**config.mk**
```make
export PLATFORM = sky130hd
export DESIGN_NAME = sext_pipe
export DESIGN_NICKNAME = d
export VERILOG_FILES = /design/src/rtl/sext_pkg.sv /design/src/rtl/sext_decode.sv /design/src/rtl/sext_pipe.sv
export SDC_FILE = /design/constraint.sdc
export NUM_CORES = 1
export LEC_CHECK = 0
export BUFFER_PORTS_ARGS = -buffer_cell sky130_fd_sc_hd__buf_4
export CAP_MARGIN = 15
export CORE_MARGIN = 5
export CORE_UTILIZATION = 55
export DETAILED_ROUTE_END_ITERATION = 8
export GPL_ROUTABILITY_DRIVEN = 0
export PLACE_DENSITY = 0.78
export SYNTH_ARGS = -nofsm -noshare
export SYNTH_HDL_FRONTEND = slang
export SYNTH_SLANG_ARGS = --single-unit
export TNS_END_PERCENT = 50
```
**constraint.sdc**
```tcl
create_clock -name clk -period 3.25 [get_ports clk]
set_clock_uncertainty 0.05 [all_clocks]
set_input_delay 0.325 -clock clk [delete_from_list [all_inputs] [get_ports clk]]
set_output_delay 0.325 -clock clk [all_outputs]
set_load 0.1 [all_outputs]
```
**src/rtl/sext_pkg.sv**
```systemverilog
// Shared definitions for the immediate-extension pipe: op encodings and FIFO entry layout.
// Entries are sized for the widest build (XLEN=64, tags up to 16 bits); users slice down.
package sext_pkg;

    localparam int IMM_MAX = 64;
    localparam int TAG_MAX = 16;

    typedef enum logic [3:0] {
        OP_R    = 4'd0,
        OP_I    = 4'd1,
        OP_MOVE = 4'd2,
        OP_S    = 4'd3,
        OP_B    = 4'd4,
        OP_U    = 4'd5,
        OP_J    = 4'd6,
        OP_ZIMM = 4'd7,
        OP_CI   = 4'd8,
        OP_CJ   = 4'd9,
        OP_CB   = 4'd10
    } op_e;

    typedef struct packed {
        logic [IMM_MAX-1:0] imm;
        logic [TAG_MAX-1:0] tag;
        logic               err;
    } entry_t;

endpackage

```
**src/rtl/sext_decode.sv**
```systemverilog
// Combinational immediate extractor/extender; zero latency, no flow control.
// Compressed formats CI/CJ/CB are decoded only when SEXT_RVC_EN is defined.
module sext_decode
    import sext_pkg::*;
#(
    parameter int XLEN = 32
) (
    input  logic [3:0]      op,
    input  logic [31:0]     inst,
    output logic [XLEN-1:0] imm,
    output logic            err
);

    // Every format fits in 32 bits; the 64-bit build only sign-extends bit 31.
    logic [31:0] v;
    logic        unused_inst;

    assign unused_inst = ^inst;

    always_comb begin
        v   = '0;
        err = 1'b0;
        case (op)
            OP_R:    v = '0;
            OP_I:    v = {{20{inst[31]}}, inst[31:20]};
            OP_MOVE: begin
                if (XLEN == 64) v = {26'b0, inst[25:20]};
                else            v = {27'b0, inst[24:20]};
            end
            OP_S:    v = {{20{inst[31]}}, inst[31:25], inst[11:7]};
            OP_B:    v = {{19{inst[31]}}, inst[31], inst[7], inst[30:25], inst[11:8], 1'b0};
            OP_U:    v = {inst[31:12], 12'b0};
            OP_J:    v = {{11{inst[31]}}, inst[31], inst[19:12], inst[20], inst[30:21], 1'b0};
            OP_ZIMM: v = {27'b0, inst[19:15]};
`ifdef SEXT_RVC_EN
            OP_CI:   v = {{26{inst[12]}}, inst[12], inst[6:2]};
            OP_CJ:   v = {{20{inst[12]}}, inst[12], inst[8], inst[10:9], inst[6], inst[7],
                          inst[2], inst[11], inst[5:3], 1'b0};
            OP_CB:   v = {{23{inst[12]}}, inst[12], inst[6:5], inst[2], inst[11:10],
                          inst[4:3], 1'b0};
`endif
            default: begin
                v   = '0;
                err = 1'b1;
            end
        endcase
    end

    generate
        if (XLEN == 64) begin : g_x64
            assign imm = {{32{v[31]}}, v};
        end else begin : g_x32
            assign imm = v;
        end
    endgenerate

endmodule

```
**src/rtl/sext_pipe.sv**
```systemverilog
// Immediate extender with a 2-entry skid FIFO; 1 cycle accept-to-head, 1/cycle sustained.
// in_ready comes only from the registered count (no out_ready path); SEXT_RVC_EN adds CI/CJ/CB.
module sext_pipe
    import sext_pkg::*;
#(
    parameter int XLEN  = 32,
    parameter int TAG_W = 5
) (
    input  logic             clk,
    input  logic             rst,
    input  logic             flush,
    input  logic             in_valid,
    output logic             in_ready,
    input  logic [3:0]       in_op,
    input  logic [31:0]      in_inst,
    input  logic [TAG_W-1:0] in_tag,
    output logic             out_valid,
    input  logic             out_ready,
    output logic [XLEN-1:0]  out_imm,
    output logic [TAG_W-1:0] out_tag,
    output logic             out_err
);

    logic [XLEN-1:0] dec_imm;
    logic            dec_err;
    entry_t          mem [2];
    entry_t          wr_ent;
    entry_t          head;
    logic            wr_ptr;
    logic            rd_ptr;
    logic [1:0]      count;
    logic            push;
    logic            pop;
    logic            unused_head;

    sext_decode #(.XLEN(XLEN)) u_dec (
        .op   (in_op),
        .inst (in_inst),
        .imm  (dec_imm),
        .err  (dec_err)
    );

    assign in_ready  = (count != 2'd2);
    assign out_valid = (count != 2'd0);
    assign push      = in_valid && in_ready;
    assign pop       = out_valid && out_ready;

    always_comb begin
        wr_ent     = '0;
        wr_ent.imm = IMM_MAX'(dec_imm);
        wr_ent.tag = TAG_MAX'(in_tag);
        wr_ent.err = dec_err;
    end

    // Reset also clears storage; flush only drops the bookkeeping.
    always_ff @(posedge clk) begin
        if (rst) begin
            count  <= 2'd0;
            wr_ptr <= 1'b0;
            rd_ptr <= 1'b0;
            mem[0] <= '0;
            mem[1] <= '0;
        end else if (flush) begin
            count  <= 2'd0;
            wr_ptr <= 1'b0;
            rd_ptr <= 1'b0;
        end else begin
            if (push) begin
                mem[wr_ptr] <= wr_ent;
                wr_ptr      <= ~wr_ptr;
            end
            if (pop) begin
                rd_ptr <= ~rd_ptr;
            end
            case ({push, pop})
                2'b10:   count <= count + 2'd1;
                2'b01:   count <= count - 2'd1;
                default: count <= count;
            endcase
        end
    end

    assign head        = mem[rd_ptr];
    assign unused_head = ^{head.imm, head.tag};

    assign out_imm = out_valid ? head.imm[XLEN-1:0]  : '0;
    assign out_tag = out_valid ? head.tag[TAG_W-1:0] : '0;
    assign out_err = out_valid ? head.err            : 1'b0;

endmodule

```
# Word-level counts from Yosys, hierarchy flattened
# Memories as Yosys holds them, arrays and structs flattened. A register that Yosys moved wholly into a read port is not among the register bits.
# Cells that the tools add are included.
classes:
  n_addsub: 2
  n_eq_ne: 10
  n_mux: 17
  bitwise: 2
  n_reduce_logical: 8
op_table:
  columns: ["cell", "count"]
  rows:
  - ["32-bit case mux with 7 select lines", 1]
  - ["38-bit 2-to-1 mux", 1]
  - ["38-bit OR reduction", 1]
  - ["32-bit 2-to-1 mux", 1]
  - ["4-bit by 3-bit equality test with 1-bit output, second input constant", 4]
  - ["1-bit 2-to-1 mux", 12]
  - ["4-bit by 2-bit equality test with 1-bit output, second input constant", 2]
  - ["8-bit OR reduction", 1]
  - ["5-bit 2-to-1 mux", 1]
  - ["4-bit by 1-bit equality test with 1-bit output, second input constant", 1]
  - ["4-bit zero test", 1]
  - ["2-bit case mux with 2 select lines", 1]
  - ["2-bit nonzero test", 2]
  - ["2-bit by 1-bit adder with 2-bit output, second input constant", 1]
  - ["2-bit by 1-bit equality test with 1-bit output, second input constant", 1]
  - ["2-bit equality test, second input constant", 1]
  - ["1-bit logical AND", 2]
  - ["2-bit != test, second input constant", 1]
  - ["1-bit inverter", 2]
  - ["2-bit OR reduction", 1]
  - ["2-bit by 1-bit subtractor with 2-bit output, second input constant", 1]
word_totals:
  regBits: 4
  mem_bits_rw: 76
  in_bits: 46
  out_inout_bits: 40
  memories: 1
mem_list:
  columns: ["name", "depth", "width", "rd", "rd_clocked_by_memory_dff", "wr", "line_no", "source"]
  rows:
  - ["mem", 2, 38, 1, 1, 2, "sext_pipe.sv:26", "entry_t mem [2];"]

# Depth between registers and ports, before layout
logic_depth:
  word_depth: 8
  depth_mapped: 7
  ltp_nobuf: 7

# Modules after synthesis
# From an unflattened synthesis, not the netlist that was laid out.
hier_totals:
  hier_cells: 356
  area_unflattened_um2: 4190.3
modules_own_cells:
  columns: ["mod", "instances", "cells_each", "area_per_inst_um2", "seq_area_each_um2"]
  rows:
  - ["sext_pipe", 1, 277, 3684.8, 2382.3]
  - ["sext_decode", 1, 79, 505.5, 0.0]

# Worst setup path before layout
# No wires, ideal clock.
synth_timing:
  path_type: "reg-to-reg"
  start: "register count[0]"
  end: "memory mem[1][0] in the netlist's numbering (enable)"
  setup_ps: 401
  t_arrival_ps: 2435
  t_required_ps: 2799
  slack_ps: 364
  stages_incl_launch_ff: 6
  period_less_slack_ps: 2886
  path_cell_list: "dfxtp_1 nor2b_1 inv_1 nand4_1 buf_2 nand2b_1"
synth_lines:
  columns: ["element", "line_no", "source"]
  rows:
  - ["from (decl)", "sext_pipe.sv:31", "logic [1:0] count;"]
  - ["from (signal assigned)", "sext_pipe.sv:76", "2'b10: count <= count + 2'd1;"]
  - ["from (signal assigned)", "sext_pipe.sv:77", "2'b01: count <= count - 2'd1;"]
  - ["from (signal assigned)", "sext_pipe.sv:78", "default: count <= count;"]
  - ["to (decl)", "sext_pipe.sv:26", null]

==> metrics <==
initial antenna violation count=0; CTS Buffer Depth=2; Power Total=2.56 mW; CP Capture Point=out_imm[27]; CP max FO=20; Rows=31; Post-CTS Setup Inserts=0; kind of end point of the critical path=primary output; hold buffer count at CTS=0; placed cells=a little over 500; reg-to-reg startpoint=count[1]$_SDFFE_PP0P_; Core Util, Final=0.689; WL/cell=between 15 and 20 um; worst r2r path cells=4; most frequent cells in the layout=buf_4, edfxtp_1, nor2_1; post_cts resized=0; first-pass GRT wire length=roughly 14000 um; H-tree Lvls=3; sequential fraction of the synthesis area=0.592; worst slew pin tran=slightly above 1 ns; Num CTS Buffers=9; Leak=roughly 1.8 nW; GRT Residual Overflow=0; Die X=~96 um; Slowest-stage cell, CP=dfxtp_2; HP Class=in2reg; Final ANT Viol Nets=0; slew margin rel.=0.312; Worst VDD drop=0.263 mV; CP Data Arrival Time=around 2.0 ns; router iterations before antenna repair=4; Slew Limit Fails=0; RSZ-0062 raised after global routing=no; Post-Layout Cell Count=529; HP Start=in_tag[4]; reg2reg end=mem[1][2]$_SDFFCE_PN0P_; CTS tree=done; Die Ht=~96 um; Ports=86; Unique masters post-synth=35; share of cells above drive strength 1=0.284; Residual DRC=0; post-synthesis instance total=356; Final Cycle Share=0.716; Pwr per Cell Area=~520 nW/um2; status=complete, no violations; reg2reg setup slack=roughly 1.2 ns; Seq cells post-synth=81; clk_lat worst skew=approximately 0.34 ns; total track usage=0.209; max incr delay on CP=roughly 0.75 ns; Post-synth EDFFs=76; Core Area=approximately 7000 um2; area added between synthesis and finish=22.8%; yosys warns=0; Port Buffers=between 70 and 80; clk slew on worst S/H paths=0.08 ns; synthesized area=between 4000 and 5000 um2; vias in the first global route=2960; TNS Setup=0 ns; Num Clock Sinks=81; post-layout min period=~2.3 ns; final setup fails=0; endpoints failing hold=0; total die area=9130 um2; Layout Nets=472; Crit Path Class=reg2out; initial DRC count=176; WP buf/inv=2; fmax=430 MHz; Async SR Flop Fraction=0; cells along the critical path=buf_12 > mux2i_1 > nor2_1 > buf_4; vias per cell=roughly 5.6; CP delay by family, top=flip-flops; CP startpoint kind=register; Max Cap Viol=0; Avg Cell Area, Syn=between 10 and 15 um2; CP required=roughly 2.9 ns; total routed wirelength=approximately 9300 um; pin count of the biggest net entering global routing=40; Root Driver=clkbuf_8; Initial Util=0.561; Antenna diodes=0; Detail Placement HPWL=a little under 6000 um; Stages on worst setup path=4; commonest non-fill, non-tap cell in the layout=buf_4; Via Count=around 2900; ys flop type=edfxtp_1; syn_nets=403
==> report_power, final <==
group          switching [mW]  internal, mW  total, mW  leakage [nW]
Clock                   0.371         0.589      0.960         0.131
Sequential             0.0176          1.19       1.20         0.832
Combinational           0.289         0.107      0.396         0.849
Total                   0.678          1.88       2.56          1.81
==> worst reg2reg max path: cells and delay by family (launching register included) <==
family / cells / cell delay (ns)
DFF: 1 / 0.39
and+or+nand+nor: 3 / 1.02
buffers and inverters: 1 / 0.12
==> cell usage after synthesis (7+ instances only) <==
master | number | area share
nand2_1 | 12 | 0.011
a21oi_1 | 34 | 0.042
mux2i_1 | 38 | 0.094
a21oi_2 | 10 | 0.022
nor2_1 | 60 | 0.056
edfxtp_1 | 76 | 0.57
nand3_1 | 9 | 0.011
buf_2 | 13 | 0.016
nor2b_1 | 7 | 0.011
clkbuf_1 | 8 | 0.0075
nor3_1 | 14 | 0.017
inv_1 | 16 | 0.015
==> sequential cells by signal, indices dropped and copies added, names as in the netlist, named ones only <==
signal and flops:
count 2, wr_ptr 1, rd_ptr 1, mem 76
==> per-stage QoR <==
stage               instance area (um2)  setup WS [ns]  hold slack (ns)
global route                       4940          0.834            0.251
global placement                   4680           1.12            0.440
finish                             4940          0.923            0.234
detailed placement                 4680           1.10            0.443
CTS                                4940          0.908            0.238
floorplan                          4030          0.364            0.421
==> worst min-delay path by stage <==
stage | cells after the start | to | slack [ns]
6_report | 3 | mem[1][5]$_SDFFCE_PN0P_ | 0.23
3_5_place_dp | 2 | rd_ptr$_SDFFE_PP0P_ | 0.44
5_1_grt | 3 | mem[0][1]$_SDFFCE_PN0P_ | 0.25
4_1_cts | 3 | mem[1][5]$_SDFFCE_PN0P_ | 0.24
2_1_floorplan | 2 | wr_ptr$_SDFFE_PP0P_ | 0.42
3_3_place_gp | 2 | wr_ptr$_SDFFE_PP0P_ | 0.44
==> cell families after synthesis <==
group / count (synthesis) / synth area share
multiplexers: 44 / 0.111
AO/OA/AOI/OAI: 65 / 0.0998
flip-flops: 81 / 0.592
buffers and inverters: 43 / 0.0479
adder cells (fa/ha/maj): 1 / 0.00311
AND/OR/NAND/NOR: 117 / 0.135
XOR/XNOR: 5 / 0.0109
==> per-layer routing <==
metal	part of all wire	global-route usage
met5	0	0
met4	0.026	0.105
met3	0.054	0.0316
met2	0.50	0.346
met1	0.42	0.265
==> cell type report <==
type                       instances  area [um2]
tap                               99         124
clock buffer                       9         124
inverter                          16        60.1
clock inverter                     7         141
timing repair buffer              85         651
multi-input combinational        232        1460
fill                             556        2230
sequential                        81        2380
(Power assumes the default switching activity.)
